===== src/rtl/uart_io_conditioner_if.sv =====
// Pin-side and core-side signal bundle for the UART pad conditioner.
// The conditioner attaches as slave; the SoC top (or a bench) drives it as master.
interface uart_io_conditioner_if #(
  parameter int SW_W  = 8,
  parameter int LED_W = 16
);
  logic [SW_W-1:0]  sw_in;
  logic             rx_in;
  logic             tx_in;
  logic [LED_W-1:0] led_in;
  logic             rst_core;
  logic             io_ready;
  logic [SW_W-1:0]  sw_out;
  logic [SW_W-1:0]  sw_chg;
  logic             rx_out;
  logic             tx_out;
  logic [LED_W-1:0] led_out;

  modport master (
    output sw_in, rx_in, tx_in, led_in,
    input  rst_core, io_ready, sw_out, sw_chg, rx_out, tx_out, led_out
  );

  modport slave (
    input  sw_in, rx_in, tx_in, led_in,
    output rst_core, io_ready, sw_out, sw_chg, rx_out, tx_out, led_out
  );
endinterface


===== src/rtl/uart_io_conditioner.sv =====
// Pad-side conditioner between board pins and the UART core: switch debounce,
// RX glitch filter, core reset sequencing and safe-while-reset TX/LED drive.
//
// state   | meaning
// RS_SYNC | waiting for the released reset to emerge from the synchroniser
// RS_HOLD | synchronised release seen, counting RST_HOLD cycles
// RS_RUN  | core out of reset, io_ready asserted
module uart_io_conditioner #(
  parameter int SW_W         = 8,
  parameter int LED_W        = 16,
  parameter int SYNC_STAGES  = 2,
  parameter int DEBOUNCE_CYC = 500000,
  parameter int RX_FILT      = 3,
  parameter int RST_HOLD     = 16,
  parameter int TX_REG       = 1
) (
  input  logic                  clk,
  input  logic                  rst,
  uart_io_conditioner_if.slave  io
);

  localparam int HOLD_W = $clog2(RST_HOLD + 1);
  localparam int DB_W   = $clog2(DEBOUNCE_CYC) + 1;
  localparam int RF_W   = $clog2(RX_FILT) + 1;
  localparam logic [HOLD_W-1:0] HOLD_LAST = HOLD_W'(RST_HOLD - 1);
  localparam logic [DB_W-1:0]   DB_LAST   = DB_W'(DEBOUNCE_CYC - 1);
  localparam logic [RF_W-1:0]   RF_LAST   = RF_W'(RX_FILT - 1);

  typedef enum logic [1:0] {
    RS_SYNC = 2'd0,
    RS_HOLD = 2'd1,
    RS_RUN  = 2'd2
  } rs_state_t;

  rs_state_t          rs_state, rs_state_nxt;
  logic [HOLD_W-1:0]  hold_cnt, hold_cnt_nxt;
  logic [SYNC_STAGES-1:0] rst_sync;
  logic               rst_rel;
  logic               rst_core_q;
  logic               io_ready_q;

  // Reset release synchroniser: async clear, shifts in ones after rst rises.
  always_ff @(posedge clk or negedge rst) begin
    if (!rst) begin
      rst_sync <= '0;
    end else begin
      rst_sync <= {rst_sync[SYNC_STAGES-2:0], 1'b1};
    end
  end

  assign rst_rel = rst_sync[SYNC_STAGES-1];

  always_ff @(posedge clk or negedge rst) begin
    if (!rst) begin
      rs_state   <= RS_SYNC;
      hold_cnt   <= '0;
      rst_core_q <= 1'b1;
      io_ready_q <= 1'b0;
    end else begin
      rs_state   <= rs_state_nxt;
      hold_cnt   <= hold_cnt_nxt;
      rst_core_q <= (rs_state_nxt != RS_RUN);
      io_ready_q <= (rs_state_nxt == RS_RUN);
    end
  end

  // The first hold cycle is the edge that observes the synchronised release.
  always_comb begin
    rs_state_nxt = rs_state;
    hold_cnt_nxt = hold_cnt;
    case (rs_state)
      RS_SYNC: begin
        if (rst_rel) begin
          hold_cnt_nxt = HOLD_W'(1);
          rs_state_nxt = (RST_HOLD == 1) ? RS_RUN : RS_HOLD;
        end
      end
      RS_HOLD: begin
        hold_cnt_nxt = hold_cnt + HOLD_W'(1);
        if (hold_cnt == HOLD_LAST) begin
          rs_state_nxt = RS_RUN;
        end
      end
      RS_RUN: begin
        rs_state_nxt = RS_RUN;
      end
      default: begin
        rs_state_nxt = RS_SYNC;
        hold_cnt_nxt = '0;
      end
    endcase
  end

  logic [SW_W-1:0] sw_sync [SYNC_STAGES];
  logic [SW_W-1:0] sw_s;
  logic [DB_W-1:0] db_cnt  [SW_W];
  logic [SW_W-1:0] sw_out_q;
  logic [SW_W-1:0] sw_chg_q;

  always_ff @(posedge clk or negedge rst) begin
    if (!rst) begin
      for (int k = 0; k < SYNC_STAGES; k++) begin
        sw_sync[k] <= '0;
      end
    end else begin
      sw_sync[0] <= io.sw_in;
      for (int k = 1; k < SYNC_STAGES; k++) begin
        sw_sync[k] <= sw_sync[k-1];
      end
    end
  end

  assign sw_s = sw_sync[SYNC_STAGES-1];

  // Debounce keeps running under rst_core so switch state is valid at release.
  always_ff @(posedge clk or negedge rst) begin
    if (!rst) begin
      sw_out_q <= '0;
      sw_chg_q <= '0;
      for (int i = 0; i < SW_W; i++) begin
        db_cnt[i] <= '0;
      end
    end else begin
      for (int i = 0; i < SW_W; i++) begin
        sw_chg_q[i] <= 1'b0;
        if (sw_s[i] == sw_out_q[i]) begin
          db_cnt[i] <= '0;
        end else if (db_cnt[i] == DB_LAST) begin
          sw_out_q[i] <= sw_s[i];
          sw_chg_q[i] <= 1'b1;
          db_cnt[i]   <= '0;
        end else begin
          db_cnt[i] <= db_cnt[i] + DB_W'(1);
        end
      end
    end
  end

  logic [SYNC_STAGES-1:0] rx_sync;
  logic                   rx_s;
  logic [RF_W-1:0]        rf_cnt;
  logic                   rx_out_q;

  always_ff @(posedge clk or negedge rst) begin
    if (!rst) begin
      rx_sync <= '1;
    end else begin
      rx_sync <= {rx_sync[SYNC_STAGES-2:0], io.rx_in};
    end
  end

  assign rx_s = rx_sync[SYNC_STAGES-1];

  always_ff @(posedge clk or negedge rst) begin
    if (!rst) begin
      rf_cnt   <= '0;
      rx_out_q <= 1'b1;
    end else if (rx_s == rx_out_q) begin
      rf_cnt <= '0;
    end else if (rf_cnt == RF_LAST) begin
      rx_out_q <= rx_s;
      rf_cnt   <= '0;
    end else begin
      rf_cnt <= rf_cnt + RF_W'(1);
    end
  end

  generate
    if (TX_REG != 0) begin : g_tx_reg
      logic tx_q;
      always_ff @(posedge clk or negedge rst) begin
        if (!rst) begin
          tx_q <= 1'b1;
        end else begin
          tx_q <= rst_core_q ? 1'b1 : io.tx_in;
        end
      end
      assign io.tx_out = tx_q;
    end else begin : g_tx_comb
      // rst_core_q is set asynchronously, so the line idles high with no clock.
      assign io.tx_out = rst_core_q | io.tx_in;
    end
  endgenerate

  logic [LED_W-1:0] led_q;

  always_ff @(posedge clk or negedge rst) begin
    if (!rst) begin
      led_q <= '0;
    end else begin
      led_q <= rst_core_q ? '0 : io.led_in;
    end
  end

  assign io.rst_core = rst_core_q;
  assign io.io_ready = io_ready_q;
  assign io.sw_out   = sw_out_q;
  assign io.sw_chg   = sw_chg_q;
  assign io.rx_out   = rx_out_q;
  assign io.led_out  = led_q;

endmodule


===== src/flat_wrapper.sv =====
// flat-port wrapper written by rule: the top's interface ports become plain ports
module uart_io_conditioner_flat 
#(
  parameter int SW_W         = 8,
  parameter int LED_W        = 16,
  parameter int SYNC_STAGES  = 2,
  parameter int DEBOUNCE_CYC = 500000,
  parameter int RX_FILT      = 3,
  parameter int RST_HOLD     = 16,
  parameter int TX_REG       = 1
)
  (clk, rst, io_sw_in, io_rx_in, io_tx_in, io_led_in, io_rst_core, io_io_ready, io_sw_out, io_sw_chg, io_rx_out, io_tx_out, io_led_out);
  uart_io_conditioner_if #(.SW_W(SW_W), .LED_W(LED_W)) io_i ();
  input  logic clk;
  input  logic rst;
  input wire logic [$bits(io_i.sw_in)-1:0] io_sw_in;
  input wire logic [$bits(io_i.rx_in)-1:0] io_rx_in;
  input wire logic [$bits(io_i.tx_in)-1:0] io_tx_in;
  input wire logic [$bits(io_i.led_in)-1:0] io_led_in;
  output wire logic [$bits(io_i.rst_core)-1:0] io_rst_core;
  output wire logic [$bits(io_i.io_ready)-1:0] io_io_ready;
  output wire logic [$bits(io_i.sw_out)-1:0] io_sw_out;
  output wire logic [$bits(io_i.sw_chg)-1:0] io_sw_chg;
  output wire logic [$bits(io_i.rx_out)-1:0] io_rx_out;
  output wire logic [$bits(io_i.tx_out)-1:0] io_tx_out;
  output wire logic [$bits(io_i.led_out)-1:0] io_led_out;
  assign io_i.sw_in = io_sw_in;
  assign io_i.rx_in = io_rx_in;
  assign io_i.tx_in = io_tx_in;
  assign io_i.led_in = io_led_in;
  assign io_rst_core = io_i.rst_core;
  assign io_io_ready = io_i.io_ready;
  assign io_sw_out = io_i.sw_out;
  assign io_sw_chg = io_i.sw_chg;
  assign io_rx_out = io_i.rx_out;
  assign io_tx_out = io_i.tx_out;
  assign io_led_out = io_i.led_out;
  uart_io_conditioner #(.SW_W(SW_W), .LED_W(LED_W), .SYNC_STAGES(SYNC_STAGES), .DEBOUNCE_CYC(DEBOUNCE_CYC), .RX_FILT(RX_FILT), .RST_HOLD(RST_HOLD), .TX_REG(TX_REG)) u_core (.clk(clk), .rst(rst), .io(io_i));
endmodule

===== config.mk =====
export PLATFORM = sky130hd
export DESIGN_NAME = uart_io_conditioner_flat
export DESIGN_NICKNAME = d
export VERILOG_FILES = /design/src/rtl/uart_io_conditioner_if.sv /design/src/rtl/uart_io_conditioner.sv /design/src/flat_wrapper.sv
export SDC_FILE = /design/constraint.sdc
export NUM_CORES = 1
export LEC_CHECK = 0
export CAP_MARGIN = 20
export CELL_PAD_IN_SITES_DETAIL_PLACEMENT = 1
export CELL_PAD_IN_SITES_GLOBAL_PLACEMENT = 2
export CORE_ASPECT_RATIO = 1.4
export CORE_MARGIN = 3
export CORE_UTILIZATION = 39
export CTS_CLUSTER_DIAMETER = 30
export DETAILED_ROUTE_END_ITERATION = 16
export PLACE_DENSITY_LB_ADDON = 0.1
export SLEW_MARGIN = 20
export SYNTH_ARGS = -nofsm -noshare
export SYNTH_HDL_FRONTEND = slang
export SYNTH_SLANG_ARGS = --single-unit

===== constraint.sdc =====
create_clock -name clk -period 2.3 [get_ports clk]
set_input_delay 0.46 -clock clk [delete_from_list [all_inputs] [get_ports clk]]
set_output_delay 0.46 -clock clk [all_outputs]
set_load 0.03 [all_outputs]

==> impl_metrics.tcl, run 1 <==
set metrics [dict create \
    finalClockSkew_ns 0.0103 \
    path_clk_slew_ns 0.05 \
    ctsHtreeMaxLevel 2 \
    dr.pass1.iters 4 \
    max_freq_mhz 456 \
    die_height_um 199 \
    pre_cts_ws_ns 0.204 \
    holdWs_ns 0.342 \
    avgRoutedWirePerCell_um 15.9 \
    n_antenna_cell 0 \
    hold_depth 0 \
    clock-sinks 226 \
    dieArea_um2 28600 \
    intPower_uw 9270 \
    fin_setup_tns_ns 0 \
    vias 7884 \
    fin_nets 1161 \
    yosysSeqAreaShare_pct 54.6 \
    area_delta_synth_final_pct 28.1 \
    cp-end-kind "output port" \
    multi_input_comb_area_um2 4480 \
    syn_inst 1000 \
    worstSetupPathType "flip-flop to output port" \
    clock-root-buffer "clkbuf_16" \
    post-route-period-util_pct 95.3 \
    grt_pass1_vias 8587 \
    seqPwrFrac_pct 36.0 \
    max_cap_viol_count 0 \
    finish.utilization_pct 50.7 \
    grt_overflow 0 \
    slew_viol_final 0 \
    portBuffers 63 \
    slowest_delay_ns 0.67 \
    layout_common_cells "dfrtp_1 (221), nor2_1 (143), xnor2_1 (81), clkdlybuf4s50_1 (62), nand3_1 (59)" \
    pwr-share-clk_pct 58.0 \
    antenna_found_initial 0 \
    rows 70 \
    drc 0 \
    grtUsageMet1_pct 20.6 \
    grt_pass1_wl_mm 41.2 \
    synthesis.area_um2 10400 \
    cts.repair.resized 0 \
    p_sw_uw 2710 \
    crit_required_ns 1.84 \
    use_met3_pct 4.21 \
    layout.area.seq_um2 5660 \
    postRouteAntennaNets 0 \
    grt_max_degree 56 \
    arrival_ns 1.73 \
    comb_power_share_pct 6.0 \
    mostFrequentLayoutCell "dfrtp_1" \
    crit_cells 1 \
    finalSetupViolCount 0 \
    globalplace.congestion 0.778 \
    dpl.hpwl_mm 16.2 \
    start_kind "flip-flop" \
    synth-seq-cells 226 \
    clk-insertion-delay-late_ns 0.52 \
    synth-main-ff-cell "dfrtp_1" \
    rr_worst_depth 4 \
    synth_cell_types 51 \
    syn-mean-instance-area_um2 10.4 \
    synth-warning-count 0 \
    initial_core_util_pct 39.6 \
    rsz0062_at_grt "no" \
    ys_top_cells_by_area "dfrtp_1 (53%), xnor2_1 (6.8%), nor2_1 (5.2%)" \
    design.core.area_um2 26200 \
    crit_slowest_cell "clkdlybuf4s50_1" \
    clockBufferDepth 3 \
    finalCriticalPeriod_ns 2.19 \
    grt.busiest_layer "met2" \
    synth-edff-count 0 \
    syn-num-nets 1038 \
    grt_usage_pct 17.3 \
    drt_wl_total_mm 23.6 \
    io_pins 64 \
    yosys.area.top_type "dfrtp_1" \
    path_buf_inv 1 \
    vdd_drop_max_mv 0.586 \
    p_leak_uw 0.00535 \
    hold_viol 0 \
    synth_top_area_share_pct 53.3 \
    met2_usage_pct 30.8 \
    path_cells "clkdlybuf4s50_1" \
    hold_class "flip-flop to flip-flop" \
    crit_family "buffers and inverters" \
    cts_setup_buffers 0 \
    ys_async_sr_fraction_pct 100 \
    drive_above_1_share_pct 13.5 \
    cp_max_fo 3 \
    setup_slack_ns 0.107 \
    cts_buffers 46 \
    viasPerCell 5.31 \
    status "finished, final reports clean" \
    swShare_pct 22.6 \
    power_density_nw_per_um2 902 \
    fp.dieW_um 144 \
    fillers 2840 \
    cts_tree "yes" \
    dr.first_iter.drc_count 191 \
]
## flip-flops by register name, summed over array words and instances (netlist names)
register	flops
u_core.sw_sync	8
u_core.io.tx_out	1
u_core.io.sw_chg	8
u_core.sw_s	8
u_core.io.rx_out	1
u_core.hold_cnt	5
u_core.rs_state	2
u_core.io.led_out	16
u_core.io.io_ready	1
u_core.rx_sync	2
u_core.io.rst_core	1
u_core.rf_cnt	3
u_core.db_cnt	160
u_core.rst_sync	2
u_core.io.sw_out	8
## final timing paths
kind | to | from | slack [ns]
worst min register to register | u_core.rst_sync[1] | u_core.rst_sync[0] | 0.34
worst max register to register | u_core.io.sw_out[5] | u_core.db_cnt[50] | 0.21
max in group asynchronous | u_core.io.tx_out | rst | 1.19
worst min-delay path | u_core.rst_sync[1] | u_core.rst_sync[0] | 0.34
min in group asynchronous | u_core.db_cnt[144] | rst | 0.43
worst max-delay path | io_rx_out | u_core.io.rx_out | 0.11
## repair_timing
item                                   4_1_cts  5_1_grt
hold buffers                                 1        0
endpoints found under the hold margin       45        0
setup endpoints to repair                    0        0
## metrics by stage
step	power [uW]	cell area, um^2	instances
2_1_floorplan	4750	10400	1000
3_3_place_gp	5090	11600	1398
3_5_place_dp	5110	11600	1398
4_1_cts	12200	13300	1485
5_1_grt	12500	13300	1485
6_report	12000	13300	1485
## metal layers
metal  wire length, um  part of all wire, %  up-vias
met4               514                  2.2        0
li1                  -                    -     3807
met3               992                  4.2       40
met2             12200                   52      109
met1              9950                   42     3928
met5                 0                    0        -
## final cells by class
cell class | count | share of cell area [%]
clock buffer | 61 | 10.1
clock inverter | 25 | 2.44
inverter | 35 | 0.989
multi-input combinational | 718 | 33.7
sequential | 226 | 42.6
tap | 324 | 3.05
timing repair buffer | 96 | 7.05
## cells in the mapped netlist, types with 4 or more instances
master / number
mux2_2: 9
nand4_1: 47
nor2b_1: 19
a21oi_1: 42
or4_1: 29
nor4b_1: 9
ha_1: 10
clkbuf_1: 11
mux2i_1: 4
nor4_1: 25
dfrtp_1: 221
buf_2: 6
nor2_1: 143
nand2_1: 53
xnor2_1: 81
xor2_1: 33
and3_1: 14
dfstp_2: 5
or3_1: 22
o21ai_0: 23
and4_1: 8
inv_1: 35
o31ai_1: 21
or2_2: 7
nor3_1: 26
nand3_1: 59
## cells by family (layout without fill, tap and decap cells)
group	after synthesis	count (layout)	share of synthesized area, %
buffers and inverters	56	217	2.17
xor gates and xnor gates	114	114	9.63
AOI/OAI and AO/OA	99	99	6.31
other	1	1	0.0362
adders and majority gates	10	10	1.21
and+or+nand+nor	480	480	24.5
muxes	14	14	1.51
DFF	226	226	54.6
## power by group through the flow
stage / Clock [uW] / Sequential (uW) / Combinational (uW)
floorplan: 0 / 4420 / 334
global placement: 0 / 4360 / 724
detailed placement: 0 / 4370 / 738
CTS: 7150 / 4310 / 750
global route: 7370 / 4330 / 816
finish: 6950 / 4310 / 722
No activity file was read; power rests on OpenSTA's default activity.
==> run 2, diff against run 1 <==
--- a/config.mk
+++ b/config.mk
@@ -6,14 +6,12 @@
 export NUM_CORES = 1
 export LEC_CHECK = 0
 export CAP_MARGIN = 20
-export CELL_PAD_IN_SITES_DETAIL_PLACEMENT = 1
-export CELL_PAD_IN_SITES_GLOBAL_PLACEMENT = 2
 export CORE_ASPECT_RATIO = 1.4
 export CORE_MARGIN = 3
-export CORE_UTILIZATION = 39
+export CORE_UTILIZATION = 55
 export CTS_CLUSTER_DIAMETER = 30
 export DETAILED_ROUTE_END_ITERATION = 16
-export PLACE_DENSITY_LB_ADDON = 0.1
+export PLACE_DENSITY = 0.75
 export SLEW_MARGIN = 20
 export SYNTH_ARGS = -nofsm -noshare
 export SYNTH_HDL_FRONTEND = slang
==> impl_metrics.tcl, run 2 (synthesis gave the netlist of run 1 again) <==
set metrics [dict create \
    status "finished, final reports clean" \
    pre_cts_ws_ns 0.223 \
    mostFrequentLayoutCell "dfrtp_1" \
    r2r-start "u_core.db_cnt[50]" \
    arrival_ns 1.72 \
    path_clk_slew_ns 0.06 \
    max_flop_register "u_core.db_cnt" \
    finalSetupViolCount 0 \
    largest_reg_flops 160 \
    finish.utilization_pct 69.9 \
    dieArea_um2 20600 \
    viasPerCell 5.61 \
    dr.first_iter.drc_count 393 \
    r2r-end "u_core.io.sw_out[5]" \
    crit_cells 1 \
    p_sw_uw 2560 \
    cp-end-kind "output port" \
    power_uw 10500 \
    drive_above_1_share_pct 12.2 \
    comb_power_share_pct 6.8 \
    antenna_found_initial 0 \
    finalClockSkew_ns 0.0229 \
    design.core.area_um2 18200 \
    final_cells 1380 \
    slew_viol_final 0 \
    p_leak_uw 0.00516 \
    tightestPinTransition_ns 0.574 \
    worstSetupPathType "flip-flop to output port" \
    grtUsageMet1_pct 25.2 \
    post-route-period-util_pct 94.6 \
    fillers 1359 \
    n_antenna_cell 0 \
    rsz0062_at_grt "no" \
    clockBufferDepth 3 \
    ff2ff_setup_slack_ns 0.22 \
    cts_tree "yes" \
    crit_required_ns 1.84 \
    rows 58 \
    start_kind "flip-flop" \
    layout.area.seq_um2 5660 \
    crit_slowest_cell "clkdlybuf4s50_1" \
    vias 7735 \
    pwr-share-clk_pct 52.1 \
    multi_input_comb_area_um2 4480 \
    finalCriticalPeriod_ns 2.18 \
    holdBufCountCts 1 \
    initial_core_util_pct 56.9 \
    max_freq_mhz 460 \
    globalplace.congestion 0.863 \
    clock-sinks 226 \
    clk-insertion-delay-late_ns 0.51 \
    area_delta_synth_final_pct 22.8 \
    grt_max_degree 58 \
    power_density_nw_per_um2 823 \
    slew_headroom_pct 61.4 \
    portBuffers 63 \
    cts_setup_buffers 0 \
    hold_viol 0 \
    cp_max_fo 3 \
    startpoint "u_core.io.rx_out" \
    crit_end "io_rx_out" \
    path_buf_inv 1 \
    fin_setup_tns_ns 0 \
    slowest_delay_ns 0.67 \
    grt.busiest_layer "met2" \
    met2_usage_pct 36.7 \
    dpl.hpwl_mm 13.8 \
    grt_overflow 0 \
    cts_buffers 37 \
    io_pins 64 \
    path_cells "clkdlybuf4s50_1" \
    seqPwrFrac_pct 41.1 \
    rr_worst_depth 4 \
    placedCellCount 1311 \
    swShare_pct 24.4 \
    hold_class "flip-flop to flip-flop" \
    grt_usage_pct 20.9 \
    cts.repair.resized 0 \
    drc 0 \
    drt_wl_total_mm 20.5 \
    grt_pass1_wl_mm 35.8 \
    layout_common_cells "dfrtp_1 (221), nor2_1 (143), xnor2_1 (81), clkdlybuf4s50_1 (62), nand3_1 (59)" \
    setup_slack_ns 0.125 \
    ctsHtreeMaxLevel 2 \
    max_cap_viol_count 0 \
    postRouteAntennaNets 0 \
    die_height_um 168 \
    grt_pass1_vias 7871 \
    fp.dieW_um 122 \
    dr.pass1.iters 5 \
    vdd_drop_max_mv 0.605 \
    clock-root-buffer "clkbuf_16" \
    use_met3_pct 4.78 \
    fin_nets 1149 \
    crit_family "buffers and inverters" \
    avgRoutedWirePerCell_um 14.9 \
    intPower_uw 7910 \
]
## run 2: metrics by stage
| step | cell area, um^2 | hold slack [ns] |
|---|---|---|
| finish | 12700 | 0.348 |
| global route | 12700 | 0.353 |
| detailed placement | 11500 | 0.336 |
| global placement | 11500 | 0.332 |
| CTS | 12700 | 0.350 |
| floorplan | 10400 | 0.164 |
## run 2: final cells by class
| type | count | share of cell area (%) |
|---|---|---|
| inverters | 35 | 1.03 |
| well taps | 240 | 2.36 |
| clock inverters | 26 | 2.02 |
| flip-flops and latches | 226 | 44.5 |
| multi-input cells | 718 | 35.2 |
| repair buffers | 93 | 7.08 |
| clock buffers | 42 | 7.83 |
## run 2: power by group through the flow
| stage | Sequential [uW] | Clock [uW] | Combinational, uW |
|---|---|---|---|
| floorplan | 4420 | 0 | 334 |
| global placement | 4350 | 0 | 706 |
| detailed placement | 4370 | 0 | 721 |
| CTS | 4300 | 5590 | 734 |
| global route | 4320 | 5800 | 802 |
| finish | 4300 | 5460 | 715 |
## run 2: how the worst min path moves through the flow
stage	startpoint	to	slack, ns	depth (start not counted)
floorplan	rst	u_core.db_cnt[0]	0.16	0
global route	u_core.sw_sync[12]	u_core.sw_s[4]	0.35	0
detailed placement	u_core.sw_sync[10]	u_core.sw_s[2]	0.34	0
finish	u_core.sw_sync[10]	u_core.sw_s[2]	0.35	0
global placement	u_core.sw_sync[10]	u_core.sw_s[2]	0.33	0
CTS	u_core.sw_sync[12]	u_core.sw_s[4]	0.35	0
## run 2: metal layers
metal	part of all wire, %	wire length [um]
met4	2.5	518
met2	52	10700
met5	0	0
met1	41	8400
met3	4.3	887
==> run 3, diff against run 2 <==
--- a/config.mk
+++ b/config.mk
@@ -8,10 +8,9 @@
 export CAP_MARGIN = 20
 export CORE_ASPECT_RATIO = 1.4
 export CORE_MARGIN = 3
-export CORE_UTILIZATION = 55
+export CORE_UTILIZATION = 25
 export CTS_CLUSTER_DIAMETER = 30
 export DETAILED_ROUTE_END_ITERATION = 16
-export PLACE_DENSITY = 0.75
 export SLEW_MARGIN = 20
 export SYNTH_ARGS = -nofsm -noshare
 export SYNTH_HDL_FRONTEND = slang
==> impl_metrics.tcl, run 3 (synthesis gave the netlist of run 1 again) <==
set metrics [dict create \
    crit_required_ns 1.84 \
    path_clk_slew_ns 0.05 \
    holdWs_ns 0.323 \
    post-route-period-util_pct 96.3 \
    grt_overflow 0 \
    drt_wl_total_mm 21.5 \
    clockBufferDepth 3 \
    seqPwrFrac_pct 35.4 \
    path_buf_inv 1 \
    avgRoutedWirePerCell_um 12.6 \
    fp.dieW_um 178 \
    power_density_nw_per_um2 894 \
    die_height_um 247 \
    crit_slowest_cell "clkdlybuf4s50_1" \
    dieArea_um2 44000 \
    finalCriticalPeriod_ns 2.21 \
    grt_usage_pct 10.2 \
    grt_max_degree 60 \
    intPower_uw 9230 \
    vias 7824 \
    dr.pass1.iters 4 \
    p_leak_uw 0.00539 \
    cts.repair.resized 0 \
    io_pins 64 \
    rows 87 \
    cts_tree "yes" \
    postRouteAntennaNets 0 \
    finalSetupViolCount 0 \
    ctsHtreeMaxLevel 2 \
    initial_core_util_pct 25.5 \
    fin_setup_tns_ns 0 \
    viasPerCell 4.60 \
    finalClockSkew_ns 0.0294 \
    clk-insertion-delay-late_ns 0.56 \
    max_freq_mhz 451 \
    grt_pass1_vias 8158 \
    dpl.hpwl_mm 14.8 \
    max_cap_viol_count 0 \
    layout.area.seq_um2 5660 \
    globalplace.congestion 0.837 \
    dr.first_iter.drc_count 300 \
    mostFrequentLayoutCell "dfrtp_1" \
    slew_viol_final 0 \
    arrival_ns 1.75 \
    start_kind "flip-flop" \
    crit_family "buffers and inverters" \
    n_antenna_cell 0 \
    slowest_delay_ns 0.66 \
    design.core.area_um2 40600 \
    hold_class "input pin to flip-flop" \
    pwr-share-clk_pct 58.7 \
    clock-root-buffer "clkbuf_16" \
    ff2ff_setup_slack_ns 0.20 \
    cp-end-kind "output port" \
    tightestPinTransition_ns 0.634 \
    cts_buffers 48 \
    vdd_drop_max_mv 0.693 \
    multi_input_comb_area_um2 4480 \
    rsz0062_at_grt "no" \
    area_delta_synth_final_pct 31.3 \
    hold_viol 0 \
    max_flop_register "u_core.db_cnt" \
    slew_headroom_pct 57.3 \
    grt_pass1_wl_mm 37.9 \
    portBuffers 63 \
    path_cells "clkdlybuf4s50_1" \
    comb_power_share_pct 5.9 \
    antenna_found_initial 0 \
    drive_above_1_share_pct 14.1 \
    largest_reg_flops 160 \
    fillers 4060 \
    cp_max_fo 3 \
    status "finished, final reports clean" \
    layout_common_cells "dfrtp_1 (221), nor2_1 (143), xnor2_1 (81), clkdlybuf4s50_1 (62), nand3_1 (59)" \
    drc 0 \
    clock-sinks 226 \
    swShare_pct 24.1 \
    worstSetupPathType "flip-flop to output port" \
    fin_nets 1166 \
    p_sw_uw 2930 \
]
run 3: cell types whose count changed in the layout (fill, tap and decap cells not counted), sizes merged:
cell / previous run / this run
clkbuf: 42 / 53
buf: 30 / 36
bufinv: 2 / 7
clkinvlp: 1 / 5
clkinv: 12 / 15
inv: 46 / 45
run 3: power groups by stage:
stage	logic [uW]	clock network, uW	registers, uW
floorplan	334	0	4420
global placement	717	0	4350
detailed placement	734	0	4360
CTS	740	7340	4300
global route	820	7580	4320
finish	716	7140	4300
run 3: metal layers:
layer | wire length, um | share of wire, % | track usage (%) | vias to the layer above
met1 | 8890 | 41 | 11.6 | 3808
met2 | 10900 | 51 | 18.2 | 148
li1 | - | - | - | 3828
met5 | 0 | 0 | 0 | -
met4 | 559 | 2.6 | 3.77 | 0
met3 | 1160 | 5.4 | 2.80 | 40
run 3: through the flow:
stage                     power [uW]  util, %  setup slack, ns  std cells  area [um^2]
after detailed placement        5100     29.3            0.221       1611        11900
after global placement          5070     29.3            0.226       1611        11900
final                          12200     33.5           0.0851       1702        13600
after global routing           12700     33.5           0.0246       1702        13600
after CTS                      12400     33.5           0.0512       1702        13600
after floorplan                 4750        -            0.268       1000        10400
run 3: final cells by class:
class / count / area share (%)
clock buffer: 53 / 9.04
clock inverter: 37 / 3.60
inverter: 35 / 0.965
multi-input combinational: 718 / 32.9
sequential: 226 / 41.6
tap: 534 / 4.91
timing repair buffer: 99 / 6.95
run 3: repair_timing:
action	CTS	global route
hold buffers	1	0
buffers inserted	0	0
endpoints found under the hold margin	50	0
run 3: worst paths after layout:
check / start / to / cells past startpoint
worst max register to register: u_core.db_cnt[50] / u_core.io.sw_out[5] / 4
min in group asynchronous: rst / u_core.sw_s[0] / 2
worst max-delay path: u_core.io.rx_out / io_rx_out / 1
worst min register to register: u_core.rst_sync[0] / u_core.rst_sync[1] / 0
max in group asynchronous: rst / u_core.io.rst_core / 3
worst min-delay path: io_rx_in / u_core.rx_sync[0] / 1
